--- config.mk ---
export PLATFORM = sky130hd
export DESIGN_NAME = proc_selfcheck_harness
export DESIGN_NICKNAME = d
export VERILOG_FILES = /design/src/rtl/proc_selfcheck_pkg.sv /design/src/rtl/selfcheck_golden_mem.sv /design/src/rtl/proc_selfcheck_harness.sv
export SDC_FILE = /design/constraint.sdc
export NUM_CORES = 1
export LEC_CHECK = 0
export ABC_AREA = 0
export ABC_CLOCK_PERIOD_IN_PS = 19000
export CAP_MARGIN = 20
export CORE_UTILIZATION = 50
export DETAILED_ROUTE_END_ITERATION = 7
export HOLD_SLACK_MARGIN = 0.15
export PLACE_DENSITY = 0.73
export SLEW_MARGIN = 20
export SYNTH_ARGS = -nofsm -noshare
export SYNTH_HDL_FRONTEND = slang
export SYNTH_SLANG_ARGS = --single-unit
--- constraint.sdc ---
create_clock -name clk -period 19 [get_ports clk]
set_input_delay 2.85 -clock clk [delete_from_list [all_inputs] [get_ports clk]]
set_output_delay 2.85 -clock clk [all_outputs]
set_load 0.005 [all_outputs]
--- src/rtl/proc_selfcheck_pkg.sv ---
// Shared types for the processor self-check harness: FSM states, golden-trace
// entry layout and mask bit positions.
package proc_selfcheck_pkg;

  typedef enum logic [2:0] {
    ST_IDLE,
    ST_RST_HOLD,
    ST_SETTLE,
    ST_CHECK,
    ST_DRAIN,
    ST_DONE
  } state_t;

  localparam int GOLD_DATA_W = 32;

  localparam int CHK_INST = 0;
  localparam int CHK_RES  = 1;

  typedef struct packed {
    logic [GOLD_DATA_W-1:0] inst;
    logic [GOLD_DATA_W-1:0] result;
    logic [1:0]             mask;
  } golden_entry_t;

endpackage

--- src/rtl/selfcheck_golden_mem.sv ---
// Golden-trace store: one synchronous write port, one combinational read port.
// Contents are deliberately not reset so a trace survives harness resets.
module selfcheck_golden_mem #(
  parameter  int DATA_WIDTH = 32,
  parameter  int MAX_CHECKS = 16,
  localparam int IDX_W      = $clog2(MAX_CHECKS)
) (
  input  logic                  clk,
  input  logic                  we,
  input  logic [IDX_W-1:0]      waddr,
  input  logic [DATA_WIDTH-1:0] winst,
  input  logic [DATA_WIDTH-1:0] wresult,
  input  logic [1:0]            wmask,
  input  logic [IDX_W-1:0]      raddr,
  output logic [DATA_WIDTH-1:0] rinst,
  output logic [DATA_WIDTH-1:0] rresult,
  output logic [1:0]            rmask
);

  logic [DATA_WIDTH-1:0] inst_mem   [MAX_CHECKS];
  logic [DATA_WIDTH-1:0] result_mem [MAX_CHECKS];
  logic [1:0]            mask_mem   [MAX_CHECKS];

  always_ff @(posedge clk) begin
    if (we) begin
      inst_mem[waddr]   <= winst;
      result_mem[waddr] <= wresult;
      mask_mem[waddr]   <= wmask;
    end
  end

  assign rinst   = inst_mem[raddr];
  assign rresult = result_mem[raddr];
  assign rmask   = mask_mem[raddr];

endmodule

--- src/rtl/proc_selfcheck_harness.sv ---
// Self-check harness: sequences core reset, compares retired instructions
// against the golden trace and watches PC window and forward progress.
//
// state    | meaning
// IDLE     | core held in reset, waiting for start
// RST_HOLD | core_reset asserted for RESET_CYCLES
// SETTLE   | core running, retires ignored
// CHECK    | retires compared against golden entries
// DRAIN    | PC still monitored, retires ignored
// DONE     | results held, core left running
module proc_selfcheck_harness
  import proc_selfcheck_pkg::*;
#(
  parameter  int                    DATA_WIDTH     = 32,
  parameter  int                    ADDR_WIDTH     = 32,
  parameter  int                    MAX_CHECKS     = 16,
  parameter  int                    RESET_CYCLES   = 3,
  parameter  int                    SETTLE_CYCLES  = 1,
  parameter  int                    DRAIN_CYCLES   = 3,
  parameter  int                    TIMEOUT_CYCLES = 1000,
  parameter  logic [ADDR_WIDTH-1:0] PC_LO          = '0,
  parameter  logic [ADDR_WIDTH-1:0] PC_HI          = ADDR_WIDTH'(32'h40),
  localparam int                    IDX_W          = $clog2(MAX_CHECKS)
) (
  input  logic                  clk,
  input  logic                  reset,
  input  logic                  start,
  input  logic [IDX_W:0]        check_len,
  input  logic                  exp_we,
  input  logic [IDX_W-1:0]      exp_addr,
  input  logic [DATA_WIDTH-1:0] exp_inst,
  input  logic [DATA_WIDTH-1:0] exp_result,
  input  logic [1:0]            exp_mask,
  input  logic                  retire_valid,
  input  logic [ADDR_WIDTH-1:0] pc_in,
  input  logic [DATA_WIDTH-1:0] instruction_in,
  input  logic [DATA_WIDTH-1:0] alu_result_in,
  output logic                  core_reset,
  output logic                  busy,
  output logic                  done,
  output logic                  pass,
  output logic [7:0]            error_count,
  output logic [IDX_W-1:0]      first_fail_idx,
  output logic                  fail_seen,
  output logic                  pc_range_error,
  output logic                  timeout,
  output logic [31:0]           cycle_count
);

  localparam int             PH_W    = 16;
  localparam int             TO_W    = $clog2(TIMEOUT_CYCLES + 1);
  localparam int             LEN_W   = IDX_W + 1;
  localparam logic [LEN_W-1:0] LEN_MAX = LEN_W'(MAX_CHECKS);

  state_t                state_q, state_d;
  logic [PH_W-1:0]       phase_q;
  logic [TO_W-1:0]       idle_q;
  logic [IDX_W-1:0]      idx_q;
  logic [LEN_W-1:0]      len_q, len_clamped;
  logic                  cfg_window, start_ok, we_ok, retire_chk, last_idx;
  logic                  mismatch, monitor, pc_bad;
  logic [DATA_WIDTH-1:0] g_inst, g_result;
  logic [1:0]            g_mask;
  logic [ADDR_WIDTH:0]   lo_diff, hi_diff;

  selfcheck_golden_mem #(
    .DATA_WIDTH (DATA_WIDTH),
    .MAX_CHECKS (MAX_CHECKS)
  ) u_golden (
    .clk     (clk),
    .we      (we_ok),
    .waddr   (exp_addr),
    .winst   (exp_inst),
    .wresult (exp_result),
    .wmask   (exp_mask),
    .raddr   (idx_q),
    .rinst   (g_inst),
    .rresult (g_result),
    .rmask   (g_mask)
  );

  assign cfg_window  = (state_q == ST_IDLE) || (state_q == ST_DONE);
  assign start_ok    = start && cfg_window;
  assign we_ok       = exp_we && cfg_window;
  assign len_clamped = (check_len > LEN_MAX) ? LEN_MAX : check_len;
  assign retire_chk  = (state_q == ST_CHECK) && retire_valid;
  assign last_idx    = ({1'b0, idx_q} == (len_q - LEN_W'(1)));
  assign mismatch    = (g_mask[CHK_INST] && (instruction_in != g_inst)) ||
                       (g_mask[CHK_RES]  && (alu_result_in  != g_result));
  assign monitor     = (state_q == ST_SETTLE) || (state_q == ST_CHECK) ||
                       (state_q == ST_DRAIN);

  // Window test via borrow bits so a zero PC_LO does not become a constant compare.
  assign lo_diff = {1'b0, pc_in} - {1'b0, PC_LO};
  assign hi_diff = {1'b0, PC_HI} - {1'b0, pc_in};
  assign pc_bad  = lo_diff[ADDR_WIDTH] | hi_diff[ADDR_WIDTH];

  assign busy = monitor || (state_q == ST_RST_HOLD);
  assign done = (state_q == ST_DONE);
  assign pass = done && !fail_seen && !pc_range_error && !timeout;

  always_ff @(posedge clk) begin
    if (reset) state_q <= ST_IDLE;
    else       state_q <= state_d;
  end

  always_comb begin
    state_d    = state_q;
    core_reset = 1'b0;
    case (state_q)
      ST_IDLE: begin
        core_reset = 1'b1;
        if (start_ok) state_d = ST_RST_HOLD;
      end
      ST_RST_HOLD: begin
        core_reset = 1'b1;
        if (phase_q == '0) state_d = ST_SETTLE;
      end
      ST_SETTLE: begin
        if (phase_q == '0) state_d = (len_q == '0) ? ST_DRAIN : ST_CHECK;
      end
      ST_CHECK: begin
        if (retire_valid) begin
          if (last_idx) state_d = ST_DRAIN;
        end else if (idle_q == '0) begin
          state_d = ST_DONE;
        end
      end
      ST_DRAIN: begin
        if (phase_q == '0) state_d = ST_DONE;
      end
      ST_DONE: begin
        if (start_ok) state_d = ST_RST_HOLD;
      end
      default: state_d = ST_IDLE;
    endcase
  end

  always_ff @(posedge clk) begin
    if (reset) begin
      phase_q        <= '0;
      idle_q         <= '0;
      idx_q          <= '0;
      len_q          <= '0;
      error_count    <= '0;
      first_fail_idx <= '0;
      fail_seen      <= 1'b0;
      pc_range_error <= 1'b0;
      timeout        <= 1'b0;
      cycle_count    <= '0;
    end else begin
      // Phase timer reloads on every state change, otherwise counts down to zero.
      if (state_d != state_q) begin
        case (state_d)
          ST_RST_HOLD: phase_q <= PH_W'(RESET_CYCLES - 1);
          ST_SETTLE:   phase_q <= PH_W'(SETTLE_CYCLES - 1);
          ST_DRAIN:    phase_q <= PH_W'(DRAIN_CYCLES - 1);
          default:     phase_q <= '0;
        endcase
      end else if (phase_q != '0) begin
        phase_q <= phase_q - PH_W'(1);
      end

      if (start_ok) begin
        len_q          <= len_clamped;
        idx_q          <= '0;
        error_count    <= '0;
        first_fail_idx <= '0;
        fail_seen      <= 1'b0;
        pc_range_error <= 1'b0;
        timeout        <= 1'b0;
        cycle_count    <= '0;
      end

      if ((state_d == ST_CHECK) && (state_q != ST_CHECK)) begin
        idle_q <= TO_W'(TIMEOUT_CYCLES - 1);
      end else if (state_q == ST_CHECK) begin
        if (retire_valid)       idle_q  <= TO_W'(TIMEOUT_CYCLES - 1);
        else if (idle_q != '0)  idle_q  <= idle_q - TO_W'(1);
        else                    timeout <= 1'b1;
      end

      if (retire_chk) begin
        idx_q <= idx_q + IDX_W'(1);
        if (mismatch) begin
          if (error_count != 8'hff) error_count <= error_count + 8'd1;
          if (!fail_seen) begin
            first_fail_idx <= idx_q;
            fail_seen      <= 1'b1;
          end
        end
      end

      if (monitor) begin
        if (cycle_count != 32'hffff_ffff) cycle_count <= cycle_count + 32'd1;
        if (pc_bad) pc_range_error <= 1'b1;
      end
    end
  end

endmodule
Word level (Yosys, flattened, before mapping)
Memories as Yosys holds them, arrays and structs flattened. A register that Yosys moved wholly into a read port is not among the register bits.
Index checks and enable logic that the tools add are counted.
{ "word_totals": {"reg_bits": 85, "ram_bits": 1056, "out_inout_bits": 51, "wordCells": 123, "memories": 3} }
{ "op_classes": {"addsub": 7, "magnitude_cmp": 1, "eq_ne": 15, "muxes": 51, "n_reduce_logical": 34} }
{ "mem_list": {"columns": ["memory", "depth", "width", "read_ports", "rd_clocked_by_memory_dff", "wr", "line", "rtl"], "rows": [
  ["u_golden.inst_mem", 16, 32, 1, 1, 1, "selfcheck_golden_mem.sv:20", "logic [DATA_WIDTH-1:0] inst_mem [MAX_CHECKS];"],
  ["u_golden.result_mem", 16, 32, 1, 1, 1, "selfcheck_golden_mem.sv:21", "logic [DATA_WIDTH-1:0] result_mem [MAX_CHECKS];"],
  ["u_golden.mask_mem", 16, 2, 1, 1, 1, "selfcheck_golden_mem.sv:22", "logic [1:0] mask_mem [MAX_CHECKS];"]
]} }
{ "op_table": {"columns": ["op", "count"], "rows": [
  ["$mux 32", 3],
  ["$ne 32x32->1", 2],
  ["$mux 4", 12],
  ["$mux 10", 4],
  ["$sub 7x32->33 const A", 1],
  ["$add 32x1->32 const B", 1],
  ["$mux 16", 2],
  ["$mux 8", 4],
  ["$ne 32x32->1 const B", 1],
  ["$mux 3", 8],
  ["$logic_not 16->1", 1],
  ["$reduce_bool 16->1", 1],
  ["$sub 16x1->16 const B", 1],
  ["$mux 1", 15],
  ["$pmux 3 s5", 1],
  ["$logic_not 10->1", 1],
  ["$reduce_bool 10->1", 1],
  ["$sub 10x1->10 const B", 1],
  ["$eq 3x2->1 const B", 3],
  ["$eq 3x3->1 const B", 3],
  ["$logic_and 1x1->1", 9],
  ["$add 8x1->8 const B", 1],
  ["$ne 8x8->1 const B", 1],
  ["$reduce_bool 2->1", 4],
  ["other kinds (16)", 27]
]} }

Depth between registers and ports, before layout
{ "depth": {"ltp_word": 9, "depth_mapped": 16, "ltp_nobuf": 12} }

Hierarchy
Synthesis repeated with hierarchy kept, for this count alone.
{ "hier_totals": {"cells_unflattened": 2297, "area_unflattened_um2": 44720.4} }
{ "modules_own_cells": {"columns": ["module", "instances", "cells_per_inst", "area_each_um2", "seq_area_each_um2"], "rows": [
  ["selfcheck_golden_mem", 1, 1632, 39479.1, 31710.4],
  ["proc_selfcheck_harness", 1, 665, 5241.3, 1701.6]
]} }

Worst setup path before layout
OpenSTA, ideal clock, no wires.
{ "synth_timing": {"path_kind": "input to register", "from": "in exp_addr[2]", "to": "mem u_golden.inst_mem[0][0], enable pin", "arrival_time_ns": 7.768, "required_time_ns": 18.428, "slack_ns": 10.660, "stages": 2, "n_path_buf": 0, "path_cell_list": "or3_1 nor3_1"} }
{ "synth_lines": {"columns": ["element", "line", "rtl"], "rows": [
  ["start: declaration", "proc_selfcheck_harness.sv:30", "input logic [IDX_W-1:0] exp_addr,"],
  ["end: declaration", "selfcheck_golden_mem.sv:20", null]
]} }
Straight into the memory's write port.

Worst setup path after layout
{ "layout_timing": {"from": "in alu_result_in[1]", "to": "reg error_count[2]"} }
{ "layout_between": {"elab_chain_len": 5} }
{ "layout_lines": {"columns": ["element", "line", "rtl"], "rows": [
  ["start: declaration", "proc_selfcheck_harness.sv:37", "input logic [DATA_WIDTH-1:0] alu_result_in,"],
  ["$ne 32x32->1", "proc_selfcheck_harness.sv:89", "(g_mask[CHK_RES] && (alu_result_in != g_result));"],
  ["$logic_and 1x1->1", "proc_selfcheck_harness.sv:89", null],
  ["$logic_or 1x1->1", "proc_selfcheck_harness.sv:88", "assign mismatch = (g_mask[CHK_INST] && (instruction_in != g_inst)) ||"],
  ["$mux 8", "proc_selfcheck_harness.sv:185", "if (mismatch) begin"],
  ["$mux 8", "proc_selfcheck_harness.sv:183", "if (retire_chk) begin"],
  ["end signal: assignment", "proc_selfcheck_harness.sv:186", "if (error_count != 8'hff) error_count <= error_count + 8'd1;"],
  ["end: declaration", "proc_selfcheck_harness.sv:42", "output logic [7:0] error_count,"]
]} }
Every way passes these cells.
A chain may end at the register's enable or synchronous reset.

==> run summary <==
actual transition at the worst max-transition pin -> 1.128 ns
routed vias -> 24.02k
CTS hold repair buffers -> 0
top cells by area in the synthesized netlist -> sky130_fd_sc_hd__edfxtp_1 69%, sky130_fd_sc_hd__mux4_2 12%, sky130_fd_sc_hd__dfxtp_1 3.9%, sky130_fd_sc_hd__mux2i_1 2.9%, sky130_fd_sc_hd__xnor2_1 1.9%
count of buffer and inverter cells on the critical path -> 1
Synthesized Nets -> 2583
cells traversed along the worst timing path -> clkdlybuf4s50_1 -> xor2_1 -> nand3_1 -> o32a_1 -> a2111oi_1 -> and4b_1 -> o22a_4 -> mux2i_1 -> o22ai_2
hold-critical path depth -> 2
Synth top area share -> 69.06%
sum of negative setup slack -> 0 ns
total number of cells along the worst setup path -> 9
number of flops mapped to enable cells by yosys -> 1056
leakage power summed over all cells -> 0.01608 uW
GRT Resource Usage Total -> 23.17%
Chip Width -> 305.1 um
buffers added on ports -> 226
netlist area before placement -> 0.04592 sq mm
number of register bits inferred by synthesis -> 1145
routed length per instance -> 27.31 um
number of violations of the max-capacitance limit -> 0
Setup crit end -> error_count[2]
number of ports placed on the die boundary -> 227
layout-stage area growth over the synthesis result -> 15.40%
clk root buf -> sky130_fd_sc_hd__clkbuf_16
final RePlAce weighted congestion -> 0.8397
sort of element at the start of the critical path -> input pin
number of H-tree branching levels -> 3
cells on worst reg2reg path -> 11
CP peak stage delay -> 0.81 ns
CP Max Fanout -> 25
first-pass GRT wire length -> 157.9 mm
classification of the worst setup path -> in2reg
sum of net half-perimeters after detailed placement -> 60.95 mm
most area-hungry cell type in the Yosys netlist -> sky130_fd_sc_hd__edfxtp_1
number of slew-limit violations in the final report -> 0
Worst slew margin -> 24.79%
net count of the finished layout -> 2854
kind of cell with the highest combined delay on the critical path -> compound AO/OA/AOI/OAI gates
clock input transition at the sequential cells of the worst setup and hold paths -> 0.05 ns
synth warn -> 0
ratio of cells with drive above 1 in the final layout -> 17.87%
remaining number of nets flagged by the antenna check after routing -> 0
number of placement rows -> 110
initial DRC count -> 2430
Core Region -> 0.09042 sq mm
post-route clock period utilization -> 30.36%
largest net degree at the start of global routing -> 121
number of antenna violations at the first check in global routing -> 17
synth cell count leaders -> 1056 x sky130_fd_sc_hd__edfxtp_1, 239 x sky130_fd_sc_hd__mux4_2, 134 x sky130_fd_sc_hd__mux2i_1
critical path data required time -> 19.50 ns
Hold WC Path Type -> reg2reg
Top FF cell, synth -> sky130_fd_sc_hd__edfxtp_1
post-synthesis cell count -> 2401
post-synthesis sequential area ratio -> 72.94%
most used standard cell by instance count after synthesis -> sky130_fd_sc_hd__edfxtp_1
number of post-CTS setup repair buffers -> 0
Arrival @ worst endpoint -> 6.27 ns
final design utilization -> 58.60%
number of detailed-route iterations in the first pass -> 5
library cell contributing the largest single delay on the critical path -> sky130_fd_sc_hd__a2111oi_1
RSZ-0062 raised after global routing -> false
Fin. Hold Viols -> 0
Skew-Pair Late Insertion Delay -> 0.69 ns
worst-case clock buffer depth -> 3
Pwr per Cell Area -> 103.3 mW/mm^2
vias in the first global route -> 24.42k
r2r setup slk -> 13.38 ns
wirelength, routed -> 107.7 mm
clock sink count -> 1145
TritonCTS clock tree -> done
achievable clock frequency -> 173.4 MHz
total setup violations reported at the end of the flow -> 0
total die area -> 0.09306 sq mm
async set-reset flop share out of synthesis -> 0%
clock buffer count from CTS -> 113
result of the run -> complete, no violations
initial core utilization -> 50.78%
drc violations -> 0
worst reg2reg path endpoint -> error_count[2]
IR drop worst, VDD -> 0.08689 mV
critical path launch point -> alu_result_in[1]
post-synthesis cell type count -> 72
total congestion overflow -> 0
Final Skew -> 0.04960 ns
Post-Synthesis Mean Instance Area -> 19.13 sq um
average via count per standard cell -> 6.091
endpoint type of the worst setup path -> flop
post-cts repair resize count -> 0
Die Span Y -> 305.1 um
time the worst path needs with I/O delays and setup -> 5.768 ns
layout make-up:
cell class | instances | area (sq um)
diodes | 3 | 7.507
clock buffers | 145 | 2989
clock inverters | 62 | 585.6
fillers | 6475 | 37430
inverters | 17 | 63.81
multi-input cells | 1127 | 11770
flip-flops and latches | 1145 | 33510
well taps | 1176 | 1471
repair buffers | 268 | 2597
registers in the layout (all words and copies together), names as in the netlist, 3 cells and up, named ones only:
register	flops
u_golden.inst_mem	512
u_golden.result_mem	512
cycle_count	32
u_golden.mask_mem	32
phase_q	16
idle_q	10
error_count	8
len_q	5
first_fail_idx	4
idx_q	4
state_q	3
worst register-to-register path, cell delays in order, from the launching register on:
cell and delay, ns:
sky130_fd_sc_hd__dfxtp_4 0.78, sky130_fd_sc_hd__buf_4 0.73, sky130_fd_sc_hd__buf_4 0.80, sky130_fd_sc_hd__mux4_2 0.66, sky130_fd_sc_hd__mux2i_1 0.19, sky130_fd_sc_hd__xor2_1 0.20, sky130_fd_sc_hd__nor2_1 0.09, sky130_fd_sc_hd__a2111oi_0 0.80
sky130_fd_sc_hd__and4b_1 0.44, sky130_fd_sc_hd__o22a_4 0.37, sky130_fd_sc_hd__mux2i_1 0.29, sky130_fd_sc_hd__o22ai_2 0.10
how the worst min path moves through the flow:
stage | from | endpoint | slack (ns)
3_5_place_dp | len_q[1] | len_q[1] | 0.47
5_1_grt | pc_range_error | pc_range_error | 0.50
4_1_cts | len_q[1] | len_q[1] | 0.48
6_report | len_q[1] | len_q[1] | 0.48
2_1_floorplan | len_q[1] | len_q[1] | 0.44
3_3_place_gp | pc_range_error | pc_range_error | 0.46
placed cells by master, fill, tap and decap left out, drive strengths merged, types with 31 or more instances in the layout:
| cell type | count |
|---|---|
| xnor2 | 101 |
| mux2i | 134 |
| o21ai | 31 |
| dfxtp | 89 |
| clkbuf | 145 |
| clkdlybuf4s50 | 225 |
| mux4 | 239 |
| nand2 | 72 |
| a21oi | 69 |
| clkinv | 50 |
| buf | 43 |
| xor2 | 57 |
| edfxtp | 1056 |
| nor2 | 104 |
power breakdown:
group / switching [uW] / leakage (uW) / internal, uW
combinational: 286 / 0.00410 / 172
sequential: 35.8 / 0.0102 / 2830
clock: 928 / 0.00174 / 1220
routing by layer:
metal / routed length (um) / share of wire, % / track usage (%)
met1: 42860 / 40 / 31.15
met2: 53060 / 49 / 37.98
met3: 8614 / 8.0 / 4.798
met4: 3039 / 2.8 / 7.482
met5: 102 / 0.095 / 0
cell families (layout without fill, tap and decap cells):
logic type,count (synthesis),count (layout),synth area share (%)
flops,1145,1145,72.94
xor+xnor,158,158,3.014
buf+inv,129,492,1.676
other cells,0,3,0
mux,400,400,15.30
fa+ha+maj,6,6,0.1635
simple gates,355,355,3.915
compound gates,208,208,2.992
stage by stage:
stage               setup slack, ns  total power, uW  hold WS (ns)  cell area, sq um  cells
global placement              12.71             3355        0.4628             49410   3733
detailed placement            12.57             3379        0.4722             49410   3733
floorplan                     10.66             3204        0.4449             45920   2401
CTS                           13.22             5508        0.4816             52980   3940
finish                        13.23             5475        0.4808             52990   3943
global route                  13.10             5645        0.4977             52990   3941
Note: power is estimated with default switching activity, not from simulation.
